--- src/rtl/sa_raddr_arbiter.sv ---
// Per-slave AR arbiter: round-robin over dispatcher requests, one-entry AR output register, in-order {master,len} log.
// Latency: request accepted at edge N appears on s_ARVALID_o after that edge; 1 AR/cycle with back-to-back slave handshakes.
// Backpressure: grant only when output slot is free (empty or draining) and the order FIFO is not full; payload held while stalled.

// Small generic synchronous FIFO with registered count; head is visible combinationally.
module sa_fifo #(
    parameter int WIDTH = 8,
    parameter int DEPTH = 8
) (
    input  logic             clk,
    input  logic             rst_n,
    input  logic             wr_vld,
    input  logic [WIDTH-1:0] wr_dat,
    output logic             full,
    output logic             rd_vld,
    output logic [WIDTH-1:0] rd_dat,
    input  logic             rd_pop
);
    localparam int PTR_W = (DEPTH > 1) ? $clog2(DEPTH) : 1;
    localparam int CNT_W = $clog2(DEPTH + 1);

    logic [WIDTH-1:0] mem [DEPTH];
    logic [PTR_W-1:0] wr_ptr;
    logic [PTR_W-1:0] rd_ptr;
    logic [CNT_W-1:0] count;
    logic             push;
    logic             pop;

    function automatic logic [PTR_W-1:0] next_ptr(input logic [PTR_W-1:0] p);
        return (p == PTR_W'(DEPTH - 1)) ? '0 : p + 1'b1;
    endfunction

    // Overflow and underflow are absorbed here so the count stays within 0..DEPTH.
    assign full   = (count == CNT_W'(DEPTH));
    assign rd_vld = (count != '0);
    assign rd_dat = mem[rd_ptr];
    assign push   = wr_vld & ~full;
    assign pop    = rd_pop & rd_vld;

    // Storage array, written only on an accepted push; contents need no reset.
    always_ff @(posedge clk) begin
        if (push) begin
            mem[wr_ptr] <= wr_dat;
        end
    end

    // Pointers and occupancy; simultaneous push and pop leave the count unchanged.
    always_ff @(posedge clk or negedge rst_n) begin
        if (!rst_n) begin
            wr_ptr <= '0;
            rd_ptr <= '0;
            count  <= '0;
        end else begin
            if (push) begin
                wr_ptr <= next_ptr(wr_ptr);
            end
            if (pop) begin
                rd_ptr <= next_ptr(rd_ptr);
            end
            case ({push, pop})
                2'b10:   count <= count + 1'b1;
                2'b01:   count <= count - 1'b1;
                default: count <= count;
            endcase
        end
    end
endmodule

module sa_raddr_arbiter #(
    parameter int MST_AMT           = 2,
    parameter int OUTSTANDING_AMT   = 8,
    parameter int ADDR_WIDTH        = 32,
    parameter int TRANS_MST_ID_W    = 5,
    parameter int TRANS_BURST_W     = 2,
    parameter int TRANS_DATA_LEN_W  = 3,
    parameter int TRANS_DATA_SIZE_W = 3,
    parameter int MST_ID_W          = (MST_AMT > 1) ? $clog2(MST_AMT) : 1
) (
    input  logic                                  ACLK_i,
    input  logic                                  ARESETn_i,
    input  logic [TRANS_MST_ID_W*MST_AMT-1:0]     dsp_ARID_i,
    input  logic [ADDR_WIDTH*MST_AMT-1:0]         dsp_ARADDR_i,
    input  logic [TRANS_BURST_W*MST_AMT-1:0]      dsp_ARBURST_i,
    input  logic [TRANS_DATA_LEN_W*MST_AMT-1:0]   dsp_ARLEN_i,
    input  logic [TRANS_DATA_SIZE_W*MST_AMT-1:0]  dsp_ARSIZE_i,
    input  logic [MST_AMT-1:0]                    dsp_ARVALID_i,
    output logic [MST_AMT-1:0]                    dsp_ARREADY_o,
    output logic [MST_ID_W+TRANS_MST_ID_W-1:0]    s_ARID_o,
    output logic [ADDR_WIDTH-1:0]                 s_ARADDR_o,
    output logic [TRANS_BURST_W-1:0]              s_ARBURST_o,
    output logic [TRANS_DATA_LEN_W-1:0]           s_ARLEN_o,
    output logic [TRANS_DATA_SIZE_W-1:0]          s_ARSIZE_o,
    output logic                                  s_ARVALID_o,
    input  logic                                  s_ARREADY_i,
    output logic [MST_ID_W-1:0]                   ord_mst_o,
    output logic [TRANS_DATA_LEN_W-1:0]           ord_len_o,
    output logic                                  ord_valid_o,
    input  logic                                  ord_pop_i
);
    typedef struct packed {
        logic [MST_ID_W-1:0]          mst;
        logic [TRANS_MST_ID_W-1:0]    id;
        logic [ADDR_WIDTH-1:0]        addr;
        logic [TRANS_BURST_W-1:0]     burst;
        logic [TRANS_DATA_LEN_W-1:0]  len;
        logic [TRANS_DATA_SIZE_W-1:0] size;
    } ar_t;

    typedef struct packed {
        logic [MST_ID_W-1:0]         mst;
        logic [TRANS_DATA_LEN_W-1:0] len;
    } ord_t;

    logic [MST_ID_W-1:0] rr_ptr;
    logic [MST_ID_W-1:0] gnt_idx;
    logic [MST_ID_W:0]   scan_sum;
    logic [MST_ID_W-1:0] scan_idx;
    logic                gnt_found;
    logic                slot_free;
    logic                fifo_full;
    logic                accept;
    ar_t                 gnt_ar;
    ar_t                 ar_q;
    logic                ar_vld_q;
    ord_t                ord_push_dat;
    ord_t                ord_head;

    // The output register can take a new request when empty or when it drains this cycle.
    assign slot_free = ~ar_vld_q | s_ARREADY_i;
    assign accept    = gnt_found & slot_free & ~fifo_full;

    // Round-robin scan: first valid master starting at rr_ptr, wrapping modulo MST_AMT.
    always_comb begin
        gnt_found = 1'b0;
        gnt_idx   = '0;
        scan_sum  = '0;
        scan_idx  = '0;
        for (int i = 0; i < MST_AMT; i++) begin
            scan_sum = {1'b0, rr_ptr} + (MST_ID_W + 1)'(i);
            if (scan_sum >= (MST_ID_W + 1)'(MST_AMT)) begin
                scan_sum = scan_sum - (MST_ID_W + 1)'(MST_AMT);
            end
            scan_idx = scan_sum[MST_ID_W-1:0];
            if (!gnt_found && dsp_ARVALID_i[scan_idx]) begin
                gnt_found = 1'b1;
                gnt_idx   = scan_idx;
            end
        end
    end

    // Payload mux for the selected master's slice.
    always_comb begin
        gnt_ar       = '0;
        gnt_ar.mst   = gnt_idx;
        gnt_ar.id    = dsp_ARID_i[gnt_idx*TRANS_MST_ID_W +: TRANS_MST_ID_W];
        gnt_ar.addr  = dsp_ARADDR_i[gnt_idx*ADDR_WIDTH +: ADDR_WIDTH];
        gnt_ar.burst = dsp_ARBURST_i[gnt_idx*TRANS_BURST_W +: TRANS_BURST_W];
        gnt_ar.len   = dsp_ARLEN_i[gnt_idx*TRANS_DATA_LEN_W +: TRANS_DATA_LEN_W];
        gnt_ar.size  = dsp_ARSIZE_i[gnt_idx*TRANS_DATA_SIZE_W +: TRANS_DATA_SIZE_W];
    end

    // One-hot accept back to the dispatchers; forced low while reset is asserted.
    always_comb begin
        dsp_ARREADY_o = '0;
        if (accept && ARESETn_i) begin
            dsp_ARREADY_o[gnt_idx] = 1'b1;
        end
    end

    // Output AR register: load on accept, clear valid on a handshake with nothing new, else hold.
    always_ff @(posedge ACLK_i or negedge ARESETn_i) begin
        if (!ARESETn_i) begin
            ar_q     <= '0;
            ar_vld_q <= 1'b0;
        end else if (accept) begin
            ar_q     <= gnt_ar;
            ar_vld_q <= 1'b1;
        end else if (s_ARREADY_i) begin
            ar_vld_q <= 1'b0;
        end
    end

    // Round-robin pointer moves just past the winner, even when it was the only requester.
    always_ff @(posedge ACLK_i or negedge ARESETn_i) begin
        if (!ARESETn_i) begin
            rr_ptr <= '0;
        end else if (accept) begin
            rr_ptr <= (gnt_idx == MST_ID_W'(MST_AMT - 1)) ? '0 : gnt_idx + 1'b1;
        end
    end

    assign s_ARID_o    = {ar_q.mst, ar_q.id};
    assign s_ARADDR_o  = ar_q.addr;
    assign s_ARBURST_o = ar_q.burst;
    assign s_ARLEN_o   = ar_q.len;
    assign s_ARSIZE_o  = ar_q.size;
    assign s_ARVALID_o = ar_vld_q;

    assign ord_push_dat.mst = gnt_idx;
    assign ord_push_dat.len = gnt_ar.len;

    sa_fifo #(
        .WIDTH ($bits(ord_t)),
        .DEPTH (OUTSTANDING_AMT)
    ) u_ord_fifo (
        .clk    (ACLK_i),
        .rst_n  (ARESETn_i),
        .wr_vld (accept),
        .wr_dat (ord_push_dat),
        .full   (fifo_full),
        .rd_vld (ord_valid_o),
        .rd_dat (ord_head),
        .rd_pop (ord_pop_i)
    );

    assign ord_mst_o = ord_head.mst;
    assign ord_len_o = ord_head.len;
endmodule
--- config.mk ---
export PLATFORM = sky130hd
export DESIGN_NAME = sa_raddr_arbiter
export DESIGN_NICKNAME = d
export VERILOG_FILES = /design/src/rtl/sa_raddr_arbiter.sv
export SDC_FILE = /design/constraint.sdc
export NUM_CORES = 1
export LEC_CHECK = 0
export BUFFER_PORTS_ARGS = -buffer_cell sky130_fd_sc_hd__buf_4
export CORE_ASPECT_RATIO = 2
export CORE_MARGIN = 4
export CORE_UTILIZATION = 41
export CTS_BUF_LIST = sky130_fd_sc_hd__clkbuf_8
export DETAILED_ROUTE_END_ITERATION = 10
export PLACE_DENSITY = 0.67
export SYNTH_ARGS = -nofsm -noshare
export SYNTH_HDL_FRONTEND = slang
export SYNTH_HIERARCHICAL = 1
export SYNTH_SLANG_ARGS = --single-unit
--- constraint.sdc ---
create_clock -name ACLK_i -period 4.8 [get_ports ACLK_i]
set_clock_uncertainty 0.2 [all_clocks]
set_input_delay 0.72 -clock ACLK_i [delete_from_list [all_inputs] [get_ports ACLK_i]]
set_output_delay 0.72 -clock ACLK_i [all_outputs]
set_load 0.01 [all_outputs]
## Yosys cells after proc, flatten, opt, wreduce, memory -nomap -nowiden

Memories as Yosys holds them, arrays and structs flattened.
Cells that the tools add are included.

| storage, ports and cells | value |
|---|---|
| bits in writable memories | 32 |
| logic and storage cells | 73 |
| flip-flop bits (word level) | 58 |
| input bits | 96 |
| output and inout bits | 54 |
| memories | 1 |

| operators by class | value |
|---|---|
| add/sub/neg operators | 8 |
| multipliers | 2 |
| eq/ne operators | 5 |
| bitwise operators | 7 |
| shifts and indexed selects | 5 |
| $lt $le $gt $ge | 6 |
| mux-type cells | 21 |
| reduce and logical (&&, ||, !) cells | 7 |

Memories:

| memory | depth | width | read ports | clocked after memory_dff | wr ports | RTL line | text |
|---|---|---|---|---|---|---|---|
| u_ord_fifo.mem | 8 | 4 | 1 | 0 | 1 | 22 | `logic [WIDTH-1:0] mem [DEPTH];` |

Operators by type and width:

| cell | count |
|---|---|
| 64-bit by 7-bit variable part select with 32-bit output | 1 |
| 1-bit two-way mux | 16 |
| 6-bit by 4-bit variable part select with 3-bit output | 2 |
| 10-bit by 5-bit variable part select with 5-bit output | 1 |
| 4-bit one-hot mux with 2 select lines | 1 |
| 3-bit by 1-bit adder with 3-bit output, second input constant | 2 |
| 3-bit == test, second input constant | 2 |
| 1-bit by 2-bit < comparator with 1-bit output, second input constant | 3 |
| 3-bit two-way mux | 2 |
| 4-bit by 1-bit adder with 4-bit output, second input constant | 1 |
| 1-bit bitwise AND | 4 |
| 4-bit == test, second input constant | 1 |
| 1-bit by 3-bit multiplier with 4-bit output, second input constant | 1 |
| 2-bit nonzero test | 2 |
| 4-bit nonzero test | 1 |
| 4-bit by 3-bit variable part select with 2-bit output | 1 |
| 4-bit by 1-bit subtractor with 4-bit output, second input constant | 1 |
| 1-bit logical AND | 3 |
| 1-bit by 2-bit multiplier with 3-bit output, second input constant | 1 |
| 1-bit by 1-bit adder with 2-bit output, second input constant | 1 |
| 2-bit by 1-bit == test with 1-bit output, second input constant | 1 |
| 2-bit == test, second input constant | 1 |
| 1-bit by 2-bit greater-or-equal comparator with 1-bit output, second input constant | 1 |
| 2-bit greater-or-equal comparator, second input constant | 1 |
| other kinds (8) | 10 |

## Logic depth before layout (Yosys ltp)

Gate-level depths: netlist (run 1).

| depth | value |
|---|---|
| depth in word-level cells | 13 |
| gate-level depth with buffers | 15 |
| gate-level depth less buffers | 12 |

## Modules after synthesis

The synthesis (run 1) kept the hierarchy.

By module, submodules not included:

| module | sequential area each (um2) | area each (um2) | instances | cells each |
|---|---|---|---|---|
| sa_raddr_arbiter | 1201.2 | 2541.2 | 1 | 284 |
| sa_fifo | 1211.2 | 1845.5 | 1 | 109 |

## Worst setup path after synthesis (run 1)

No wires, ideal clock.

| timing | value |
|---|---|
| kind | register to register |
| from | register u_ord_fifo.count[0] |
| to | register u_ord_fifo.count[2] |
| buffers on the path | 3 |
| slack | 1.740 ns |
| period minus slack after synthesis | 3.060 ns |
| cell stages (with the launch flop) | 16 |
| data required time | 4.474 ns |
| setup time | 0.126 ns |
| arrival | 2.733 ns |
| cell sequence | dfrtp_1 nor3_1 and2_1 o21ba_1 and2_1 buf_2 buf_2 a21bo_2 buf_2 ha_1 xor2_1 ha_1 a21oi_1 xor2_1 nor2_1 xor2_1 |

| on the way | value |
|---|---|
| word-level cells in the longest chain between the ends | 6 |
| elaborated cells between the ends (all ways) | 12 |
| those cells by class | add/sub (2); eq/ne (3); mux (1); bitwise (4); reduce/logical (2) |

Ends and longest elaborated chain:

| element | RTL line | text |
|---|---|---|
| from (decl) | 25 | `logic [CNT_W-1:0] count;` |
| from (signal assigned) | 61 | `2'b10: count <= count + 1'b1;` |
| from (signal assigned) | 62 | `2'b01: count <= count - 1'b1;` |
| from (signal assigned) | 63 | `default: count <= count;` |
| 4-bit == test * | 34 | `assign full = (count == CNT_W'(DEPTH));` |
| net fifo_full | 120 | `logic fifo_full;` |
| 1-bit inverter * | 130 | `assign accept = gnt_found & slot_free & ~fifo_full;` |
| 1-bit bitwise AND * | 130 |  |
| net accept | 121 | `logic accept;` |
| 1-bit bitwise AND * | 37 | `assign push = wr_vld & ~full;` |
| 2-bit by 1-bit == test with 1-bit output / 2-bit == test (equally long branches) | 60 | `case ({push, pop})` |
| 4-bit one-hot mux with 2 select lines / 2-bit nonzero test (equally long branches) | -- |  |

Mark *: on every way through the listed nets, which the timed path passes. The rest lies on a longest branch.
A chain may end at the register's enable or synchronous reset.

==> results of run 1 <==
-- layout by cell type (no fill, tap or decap) --
cell	synthesis	layout
a2111oi_0	1	1
a21bo_2	1	1
a21o_1	2	2
a21oi_1	48	48
a31oi_1	45	45
and2_1	2	1
and2_2	0	1
and3_1	1	1
and3b_1	1	1
buf_4	0	155
clkbuf_8	0	11
clkinv_1	1	1
clkinv_2	0	3
dfrtp_1	58	58
edfxtp_1	32	32
ha_1	7	7
inv_1	2	3
inv_2	1	1
mux2_2	7	7
mux2_4	1	1
mux4_2	8	8
nand2_1	7	7
nand2_4	1	1
nand2b_1	6	5
nand2b_2	0	1
nand3_1	1	1
nand3b_1	2	2
nor2_1	5	5
nor2b_2	0	1
nor3_1	8	8
nor4_1	2	2
nor4b_1	1	1
o211ai_1	45	45
o21ai_0	47	47
o21ba_2	0	1
or4_4	1	1
xnor2_1	2	2
xor2_1	3	3
-- metal layers --
metal | vias up | GRT usage (%) | wire, um
met4 | 0 | 9.43 | 417
li1 | 1772 | - | -
met2 | 165 | 37.6 | 7210
met3 | 24 | 3.96 | 813
met1 | 1812 | 24.5 | 4470
met5 | - | 0 | 0
-- logic make-up (layout without fill, tap and decap cells) --
kind of cell	Yosys count	in the layout	synth area share, %
AO/OA/AOI/OAI	190	190	26.0
XOR/XNOR	5	5	0.998
adder cells (fa/ha/maj)	7	7	2.00
buffers and inverters	46	174	4.79
flip-flops	90	90	55.0
multiplexers	16	16	6.25
AND/OR/NAND/NOR	39	39	5.02
-- final timing paths --
kind | cells after the start | to | from
max | 6 | dsp_ARREADY_o[0] | rr_ptr
min | 1 | s_ARADDR_o[29] | ARESETn_i
max reg2reg | 12 | u_ord_fifo/count[2] | u_ord_fifo/count[1]
min reg2reg | 1 | s_ARID_o[5] | s_ARID_o[5]
max in group asynchronous | 1 | u_ord_fifo/wr_ptr[1] | ARESETn_i
min in group ACLK_i | 1 | s_ARID_o[5] | s_ARID_o[5]
-- per-stage QoR --
step / setup slack [ns] / hold WS [ns] / util (%)
floorplan: 1.74 / 0.224 / -
global placement: 1.56 / 0.314 / 52.8
detailed placement: 1.44 / 0.311 / 52.8
CTS: 1.35 / 0.249 / 54.4
global route: 1.21 / 0.278 / 54.4
finish: 1.33 / 0.237 / 54.4
-- state kept, by name (all words and copies together), names as in the netlist --
register / cells
u_ord_fifo/count: 4
rr_ptr: 1
s_ARSIZE_o: 3
s_ARVALID_o: 1
s_ARLEN_o: 3
u_ord_fifo/rd_ptr: 3
s_ARADDR_o: 32
s_ARID_o: 6
u_ord_fifo/mem: 32
u_ord_fifo/wr_ptr: 3
s_ARBURST_o: 2
-- worst register-to-register path, cell delays in order, from the launching register on --
cell	delay, ns
dfrtp_1	0.46
nor3_1	0.26
and2_1	0.17
o21ba_2	0.16
and2_2	0.19
a21bo_2	0.33
ha_1	0.32
xor2_1	0.12
ha_1	0.19
a21oi_1	0.15
xor2_1	0.20
nor2_1	0.07
xor2_1	0.14
-- power by group --
part	switching, uW	leakage (uW)	internal [uW]
clock	240	0.0000961	209
combinational	645	0.00125	631
sequential	228	0.000949	1060
-- cell type report --
cell class                      count  area, um2  area share, %
Sequential cell                    90       2410           42.3
Clock buffer                       11        151           2.65
Tap cell                          137        171           3.01
Timing Repair Buffer              155       1160           20.4
Inverter                            4       15.0          0.263
Clock inverter                      4       18.8          0.329
Multi-Input combinational cell    257       1770           31.0
==> impl_metrics.env, run 1 <==
export IMPL_postCtsSetupBuffers=0
export IMPL_viasPerCell=5.73
export IMPL_fin_nets=620
export IMPL_min_period_ns=3.47
export IMPL_io_pins=150
export IMPL_slew_violations=0
export IMPL_r2r_setup_slack_ns=1.72
export IMPL_start_util_pct=41.9
export IMPL_drt_iter0_markers=201
export IMPL_htreeDepth=3
export IMPL_ctsHoldBuffers=0
export IMPL_cts_made_buffers=9
export IMPL_netlist_area_um2=4390
export IMPL_p_leak_uw=0.00229
export IMPL_synthTopCellsByCount="58 x dfrtp_1, 48 x a21oi_1, 47 x o21ai_0, 45 x a31oi_1, 45 x o211ai_1"
export IMPL_ys_seq_area_share_pct=55.0
export IMPL_finalNonFillerCells=658
export IMPL_grt_pass1_wl_mm=20.4
export IMPL_drive_gt1_share_pct=37.0
export IMPL_setup_violations=0
export IMPL_cp_top_family="simple AND/OR/NAND/NOR gates"
export IMPL_grt_max_degree=61
export IMPL_grt_pass1_vias=3946
export IMPL_coreArea_um2=10500
export IMPL_insertion_delay_ns=0.34
export IMPL_slowest_stage="nor2_1"
export IMPL_dp_final_hpwl_mm=9.07
export IMPL_worstPathMaxFanout=47
export IMPL_cp_required_ns=3.88
export IMPL_synth_most_common_cell="dfrtp_1"
export IMPL_path_cells="buf_4 > nor2b_2 > buf_4 > nor2_1 > and3b_1 > buf_4"
export IMPL_path_buf_inv=3
export IMPL_cts_tree="yes"
export IMPL_dpl_cell_count=643
export IMPL_power_uw=3020
export IMPL_die_h_um=154
export IMPL_gr_usage_all_layers_pct=21.4
export IMPL_period_share_pct=72.2
export IMPL_wl_per_cell_um=19.6
export IMPL_fp_dieW_um=81.1
export IMPL_drt_wl_total_mm=12.9
export IMPL_ctsResizeCount=0
export IMPL_avgSynthCellArea_um2=11.2
export IMPL_finalHoldViolations=0
export IMPL_areaGrowthSynthToFinish_pct=30.0
export IMPL_ys_types=37
export IMPL_ant_nets=0
export IMPL_die_area_um2=12500
export IMPL_first_pass_iters=5
export IMPL_clk_pin_slew_ns=0.08
export IMPL_clock_sinks=90
export IMPL_numPortBuffers=149
export IMPL_syn_nets=496
export IMPL_status="complete, no violations"
export IMPL_routabilityCongestion=0.811
export IMPL_worst_pin_slew_ns=0.936
export IMPL_synth_edff_count=32
export IMPL_rsz0062_at_grt="no"
export IMPL_maxCapViolCount=0
export IMPL_post_route_drc_count=0
export IMPL_path_class="reg -> out"
export IMPL_fillers=1025
export IMPL_n_antenna_cell=0
export IMPL_cpMostUsedCell="buf_4"
export IMPL_via_count=3773
export IMPL_final_area_um2=5700
export IMPL_yosys_top_cells_area="dfrtp_1 33%, edfxtp_1 22%, o211ai_1 7.7%"
export IMPL_hold_class="in -> async"
export IMPL_place_area_um2=5530
export IMPL_grt_overflow=0
export IMPL_power_density_nw_per_um2=529
export IMPL_async_flop_share_pct=64.4
export IMPL_synth_cells=393
export IMPL_ctsRootBufferMaster="clkbuf_8"
export IMPL_peakVddDrop_uv=229
export IMPL_max_freq_ghz=0.288
export IMPL_synth_top_area_share_pct=33.1
export IMPL_arrival_ns=2.55
export IMPL_tns_ns=0
export IMPL_ys_warnings_count=6
export IMPL_synth_top_area_cell="dfrtp_1"
export IMPL_num_rows=53
export IMPL_antenna_found_initial=0
export IMPL_cp_end_kind="output port"
export IMPL_synth_seq_cells=90
export IMPL_crit_path_start_kind="flop"
export IMPL_cts_buffer_depth=2
export IMPL_maxSlewHeadroom_pct=37.0
export IMPL_synthFlopType="dfrtp_1"
export IMPL_slowest_delay_ns=0.68
Power figures use the tool's default switching activity.
==> run 2: changes to the inputs <==
PLACE_DENSITY = 0.7   (was 0.67)
clock period = 3.1 ns   (was 4.8 ns; I/O delays follow)
==> run 2 against run 1 <==
Net effect: core utilization grew 1.1 points; sequential power grew 54%; design area grew 1.9%; flip-flop and latch count is the same; total power grew 61%; critical path depth grew 1; hold slack lost 0.055 ns; first-iteration DRC count grew 53%; global-route usage grew 0.73 points; critical path type unchanged.
==> impl_metrics.env, run 2 (synthesis results as in run 1) <==
export IMPL_cp_required_ns=2.43
export IMPL_tns_ns=0
export IMPL_cpMostUsedCell="buf_4"
export IMPL_setup_violations=0
export IMPL_grt_pass1_wl_mm=20.9
export IMPL_post_route_drc_count=0
export IMPL_insertion_delay_ns=0.35
export IMPL_final_cell_mix="162 x buf_4, 57 x dfrtp_1, 48 x a21oi_1, 47 x o21ai_0"
export IMPL_clock_sinks=90
export IMPL_cts_buffer_depth=2
export IMPL_via_count=3894
export IMPL_io_pins=150
export IMPL_first_pass_iters=5
export IMPL_worstPathMaxFanout=50
export IMPL_peakVddDrop_uv=372
export IMPL_slowest_delay_ns=0.49
export IMPL_ant_nets=0
export IMPL_final_area_um2=5810
export IMPL_cts_tree="yes"
export IMPL_wl_per_cell_um=20.2
export IMPL_die_h_um=154
export IMPL_period_share_pct=95.6
export IMPL_maxSlewHeadroom_pct=60.2
export IMPL_fin_nets=628
export IMPL_arrival_ns=2.30
export IMPL_coreArea_um2=10500
export IMPL_min_period_ns=2.96
export IMPL_fp_dieW_um=81.1
export IMPL_grt_overflow=0
export IMPL_areaGrowthSynthToFinish_pct=32.5
export IMPL_viasPerCell=5.84
export IMPL_rsz0062_at_grt="yes"
export IMPL_gr_usage_all_layers_pct=22.1
export IMPL_place_area_um2=5590
export IMPL_antenna_found_initial=0
export IMPL_num_rows=53
export IMPL_cp_end_kind="output port"
export IMPL_ctsRootBufferMaster="clkbuf_8"
export IMPL_maxCapViolCount=0
export IMPL_grt_pass1_vias=4103
export IMPL_p_leak_uw=0.00234
export IMPL_htreeDepth=3
export IMPL_dp_final_hpwl_mm=9.35
export IMPL_n_antenna_cell=0
export IMPL_crit_path_start_kind="flop"
export IMPL_fillers=990
export IMPL_status="complete, no violations"
export IMPL_path_cells="nor3_2 > and2_1 > o21ba_2 > and2_2 > buf_4 > and3b_1 > buf_4"
export IMPL_path_class="reg -> out"
export IMPL_power_density_nw_per_um2=836
export IMPL_worst_pin_slew_ns=0.592
export IMPL_drt_iter0_markers=308
export IMPL_dpl_cell_count=650
export IMPL_drt_wl_total_mm=13.5
export IMPL_numPortBuffers=149
export IMPL_routabilityCongestion=0.829
export IMPL_postCtsSetupBuffers=0
export IMPL_slowest_stage="dfrtp_1"
export IMPL_grt_max_degree=51
export IMPL_finalNonFillerCells=667
export IMPL_max_freq_ghz=0.337
export IMPL_clk_pin_slew_ns=0.09
export IMPL_hold_class="in -> reg"
export IMPL_cts_made_buffers=9
export IMPL_layout_commonest_cell="buf_4"
export IMPL_drive_gt1_share_pct=38.3
export IMPL_start_util_pct=41.9
export IMPL_die_area_um2=12500
export IMPL_slew_violations=0
export IMPL_finalHoldViolations=0
==> run 2: final cells by class <==
type                            instances  area, um2  share of cell area, %
Inverter                                4       15.0                  0.258
Sequential cell                        90       2410                   41.5
Timing Repair Buffer                  163       1230                   21.1
Clock inverter                          7       85.1                   1.46
Clock buffer                            9        124                   2.13
Tap cell                              137        171                   2.95
Multi-Input combinational cell        257       1780                   30.6
==> run 2: through the flow <==
| stage | hold slack [ns] | setup WS [ns] | power (uW) | utilization, % |
|---|---|---|---|---|
| global route | 0.176 | -0.0399 | 5190 | 55.5 |
| floorplan | -0.0306 | 0.0405 | 3090 | - |
| CTS | 0.160 | 0.0668 | 4900 | 55.4 |
| detailed placement | 0.222 | 0.169 | 4050 | 53.3 |
| finish | 0.182 | 0.136 | 4860 | 55.5 |
| global placement | 0.212 | 0.302 | 3970 | 53.3 |
==> run 2: what timing repair did <==
action                                 in CTS  in global routing
setup endpoints to repair                   0                  3
endpoints found under the hold margin      25                  0
hold buffers                                1                  0
gates resized for setup                     0                  3
==> run 2: layer usage <==
layer	GRT usage, %	up-vias	wire length (um)
met3	3.03	38	682
met1	24.0	1908	4670
met5	0	-	0
met2	40.2	163	7560
met4	11.4	0	560
li1	-	1785	-
==> run 2: worst paths after layout <==
path,endpoint,cells after the start,slack (ns),startpoint
worst max-delay path,dsp_ARREADY_o[0],7,0.14,u_ord_fifo/count[0]
worst max register to register,u_ord_fifo/count[2],12,0.23,u_ord_fifo/count[0]
worst min-delay path,s_ARADDR_o[18],3,0.18,dsp_ARADDR_i[18]
worst min register to register,u_ord_fifo/count[3],1,0.35,u_ord_fifo/count[3]
min in group asynchronous,s_ARADDR_o[0],2,0.38,ARESETn_i
max in group asynchronous,u_ord_fifo/count[1],3,1.55,ARESETn_i
==> run 2: report_power, final <==
group / leakage, uW / internal [uW] / switching (uW) / total (uW)
combinational: 0.00129 / 998 / 1020 / 2020
sequential: 0.000948 / 1650 / 348 / 1990
clock: 0.000108 / 446 / 400 / 846
==> run 2: critical path: cells and delay by family, from the launching register on <==
| kind | cells | cell delay, ns |
|---|---|---|
| AOI/OAI and AO/OA | 1 | 0.24 |
| buffers and inverters | 2 | 0.55 |
| DFF | 1 | 0.49 |
| and+or+nand+nor | 4 | 0.66 |
==> run 3: changes to the inputs <==
SYNTH_HIERARCHICAL = unset   (was 1)
==> run 3 against run 2 <==
Net effect: global-route usage grew 0.42 points; critical endpoint is now u_ord_fifo.count[3]; area after synthesis grew 2.6%; largest cell class unchanged; core utilization grew 0.59 points; sequential power is essentially flat.
==> impl_metrics.env, run 3 <==
export IMPL_status="complete, no violations"
export IMPL_rsz0062_at_grt="no"
export IMPL_coreArea_um2=10600
export IMPL_cts_made_buffers=9
export IMPL_finalHoldViolations=0
export IMPL_grt_pass1_vias=4187
export IMPL_postCtsSetupBuffers=0
export IMPL_die_area_um2=12800
export IMPL_max_freq_ghz=0.335
export IMPL_viasPerCell=6.15
export IMPL_num_rows=53
export IMPL_grt_pass1_wl_mm=21.8
export IMPL_cts_buffer_depth=2
export IMPL_maxCapViolCount=0
export IMPL_io_pins=150
export IMPL_power_density_nw_per_um2=843
export IMPL_cts_tree="yes"
export IMPL_gr_usage_all_layers_pct=22.5
export IMPL_antenna_found_initial=0
export IMPL_routabilityCongestion=0.809
export IMPL_synthTopCellsByCount="90 x a31oi_1, 58 x dfrtp_1, 47 x o21ai_0, 46 x o211ai_1, 40 x clkbuf_1"
export IMPL_synth_edff_count=32
export IMPL_via_count=4119
export IMPL_slew_violations=0
export IMPL_grt_max_degree=53
export IMPL_crit_path_start_kind="flop"
export IMPL_synthFlopType="dfrtp_1"
export IMPL_grt_overflow=0
export IMPL_drive_gt1_share_pct=39.6
export IMPL_layout_commonest_cell="buf_4"
export IMPL_syn_nets=502
export IMPL_avgSynthCellArea_um2=11.3
export IMPL_worst_pin_slew_ns=1.08
export IMPL_dp_final_hpwl_mm=9.66
export IMPL_ant_nets=0
export IMPL_htreeDepth=3
export IMPL_synth_most_common_cell="a31oi_1"
export IMPL_setup_violations=0
export IMPL_post_route_drc_count=0
export IMPL_p_leak_uw=0.00236
export IMPL_synth_cells=398
export IMPL_insertion_delay_ns=0.37
export IMPL_reg2reg_depth=8
export IMPL_netlist_area_um2=4500
export IMPL_period_share_pct=96.2
export IMPL_synth_top_area_cell="dfrtp_1"
export IMPL_synth_top_area_share_pct=32.2
export IMPL_numPortBuffers=149
export IMPL_start_util_pct=42.4
export IMPL_fillers=962
export IMPL_wl_per_cell_um=21.5
export IMPL_worstPathMaxFanout=9
export IMPL_synth_seq_cells=90
export IMPL_die_h_um=156
export IMPL_ys_warnings_count=0
export IMPL_arrival_ns=3.03
export IMPL_async_flop_share_pct=64.4
export IMPL_tns_ns=0
export IMPL_dpl_cell_count=653
export IMPL_peakVddDrop_uv=385
export IMPL_n_antenna_cell=0
export IMPL_drt_wl_total_mm=14.4
export IMPL_cp_required_ns=3.14
export IMPL_slowest_delay_ns=0.64
export IMPL_hold_class="in -> reg"
export IMPL_ys_seq_area_share_pct=53.6
export IMPL_clock_sinks=90
export IMPL_areaGrowthSynthToFinish_pct=32.2
export IMPL_drt_iter0_markers=322
export IMPL_path_class="reg -> reg"
export IMPL_fp_dieW_um=82.1
export IMPL_fin_nets=632
export IMPL_yosys_top_cells_area="dfrtp_1 32%, edfxtp_1 21%, a31oi_1 13%"
export IMPL_clk_pin_slew_ns=0.10
export IMPL_cp_end_kind="flop"
export IMPL_maxSlewHeadroom_pct=27.3
export IMPL_ctsRootBufferMaster="clkbuf_8"
export IMPL_fin_util_pct=56.1
export IMPL_ys_types=35
export IMPL_final_cell_mix="165 x buf_4, 90 x a31oi_1, 58 x dfrtp_1, 47 x o21ai_0, 46 x o211ai_1"
export IMPL_finalNonFillerCells=670
export IMPL_hold_path_depth=3
export IMPL_slowest_stage="or4b_2"
export IMPL_first_pass_iters=5
export IMPL_path_cells="or4_1 > nand2_2 > inv_1 > ha_4 > ha_1 > or4b_2 > o311ai_0 > o211ai_1"
export IMPL_min_period_ns=2.98
run 3: changes by cell type after synthesis, moves of 3 or more:
cell | before | now
a21oi_1 | 48 | 2
a31oi_1 | 45 | 90
clkbuf_1 | 25 | 40
buf_2 | 12 | 2
inv_1 | 2 | 8
mux2_2 | 7 | 13
nor3_1 | 8 | 2
nand2b_1 | 6 | 1
nor2_1 | 5 | 2
nor3b_1 | 0 | 3
nor4b_1 | 1 | 4
run 3: where the power goes:
| group | leakage, uW | total, uW | switching (uW) | internal (uW) |
|---|---|---|---|---|
| clock | 0.000102 | 906 | 446 | 459 |
| sequential | 0.000953 | 1970 | 325 | 1640 |
| combinational | 0.00131 | 2140 | 1080 | 1060 |
run 3: worst paths after layout:
check / startpoint / to / slack (ns)
worst min-delay path: dsp_ARADDR_i[15] / s_ARADDR_o[15] / 0.17
worst max register to register: u_ord_fifo.count[0] / u_ord_fifo.count[3] / 0.12
max in group asynchronous: ARESETn_i / s_ARADDR_o[20] / 1.54
worst max-delay path: u_ord_fifo.count[0] / u_ord_fifo.count[3] / 0.12
min in group asynchronous: ARESETn_i / u_ord_fifo.count[3] / 0.36
worst min register to register: s_ARID_o[5] / s_ARID_o[5] / 0.33
run 3: metal layers:
layer | track usage (%) | vias up | wire length [um] | share of wire, %
met5 | 0 | - | 0 | 0
met4 | 9.27 | 0 | 524 | 3.6
met3 | 3.82 | 34 | 706 | 4.9
met2 | 40.6 | 186 | 8070 | 56
met1 | 25.4 | 2047 | 5090 | 35
li1 | - | 1852 | - | -
run 3: what timing repair did:
action | in CTS | in global routing
hold buffers | 1 | 0
endpoints found under the setup margin | 0 | 1
gates resized for setup | 0 | 1
endpoints found under the hold margin | 24 | 0
run 3: cell families (layout without fill, tap and decap cells):
group | count (synthesis) | in the layout | share of synthesized area, %
mux | 22 | 22 | 7.48
simple gates | 32 | 32 | 4.45
flops | 90 | 90 | 53.6
compound gates | 187 | 187 | 26.1
xor+xnor | 2 | 2 | 0.389
fa+ha+maj | 8 | 8 | 2.39
buf+inv | 57 | 192 | 5.64
run 3: final cells by class:
cell class / count / area, um2 / share of cell area [%]
sequential: 90 / 2410 / 40.5
inverter: 10 / 37.5 / 0.631
timing repair buffer: 166 / 1250 / 21.0
clock buffer: 9 / 124 / 2.08
clock inverter: 7 / 100 / 1.68
tap: 137 / 171 / 2.88
multi-input combinational: 251 / 1860 / 31.2
run 3: critical path: cells and delay by family, from the launching register on:
| family | cells | cell delay, ns |
|---|---|---|
| DFF | 1 | 0.45 |
| AOI/OAI and AO/OA | 2 | 0.25 |
| buffers and inverters | 1 | 0.08 |
| and+or+nand+nor | 3 | 1.38 |
| adders and majority gates | 2 | 0.50 |
run 3: stage by stage:
step	total power [uW]	area, um2	worst slack, ns	hold slack, ns
6_report	5010	5950	0.119	0.165
5_1_grt	5300	5950	0.0447	0.160
2_1_floorplan	3150	4510	0.00474	-0.0306
3_5_place_dp	4130	5710	0.0916	0.216
3_3_place_gp	4050	5710	0.266	0.213
4_1_cts	5040	5950	0.0801	0.154
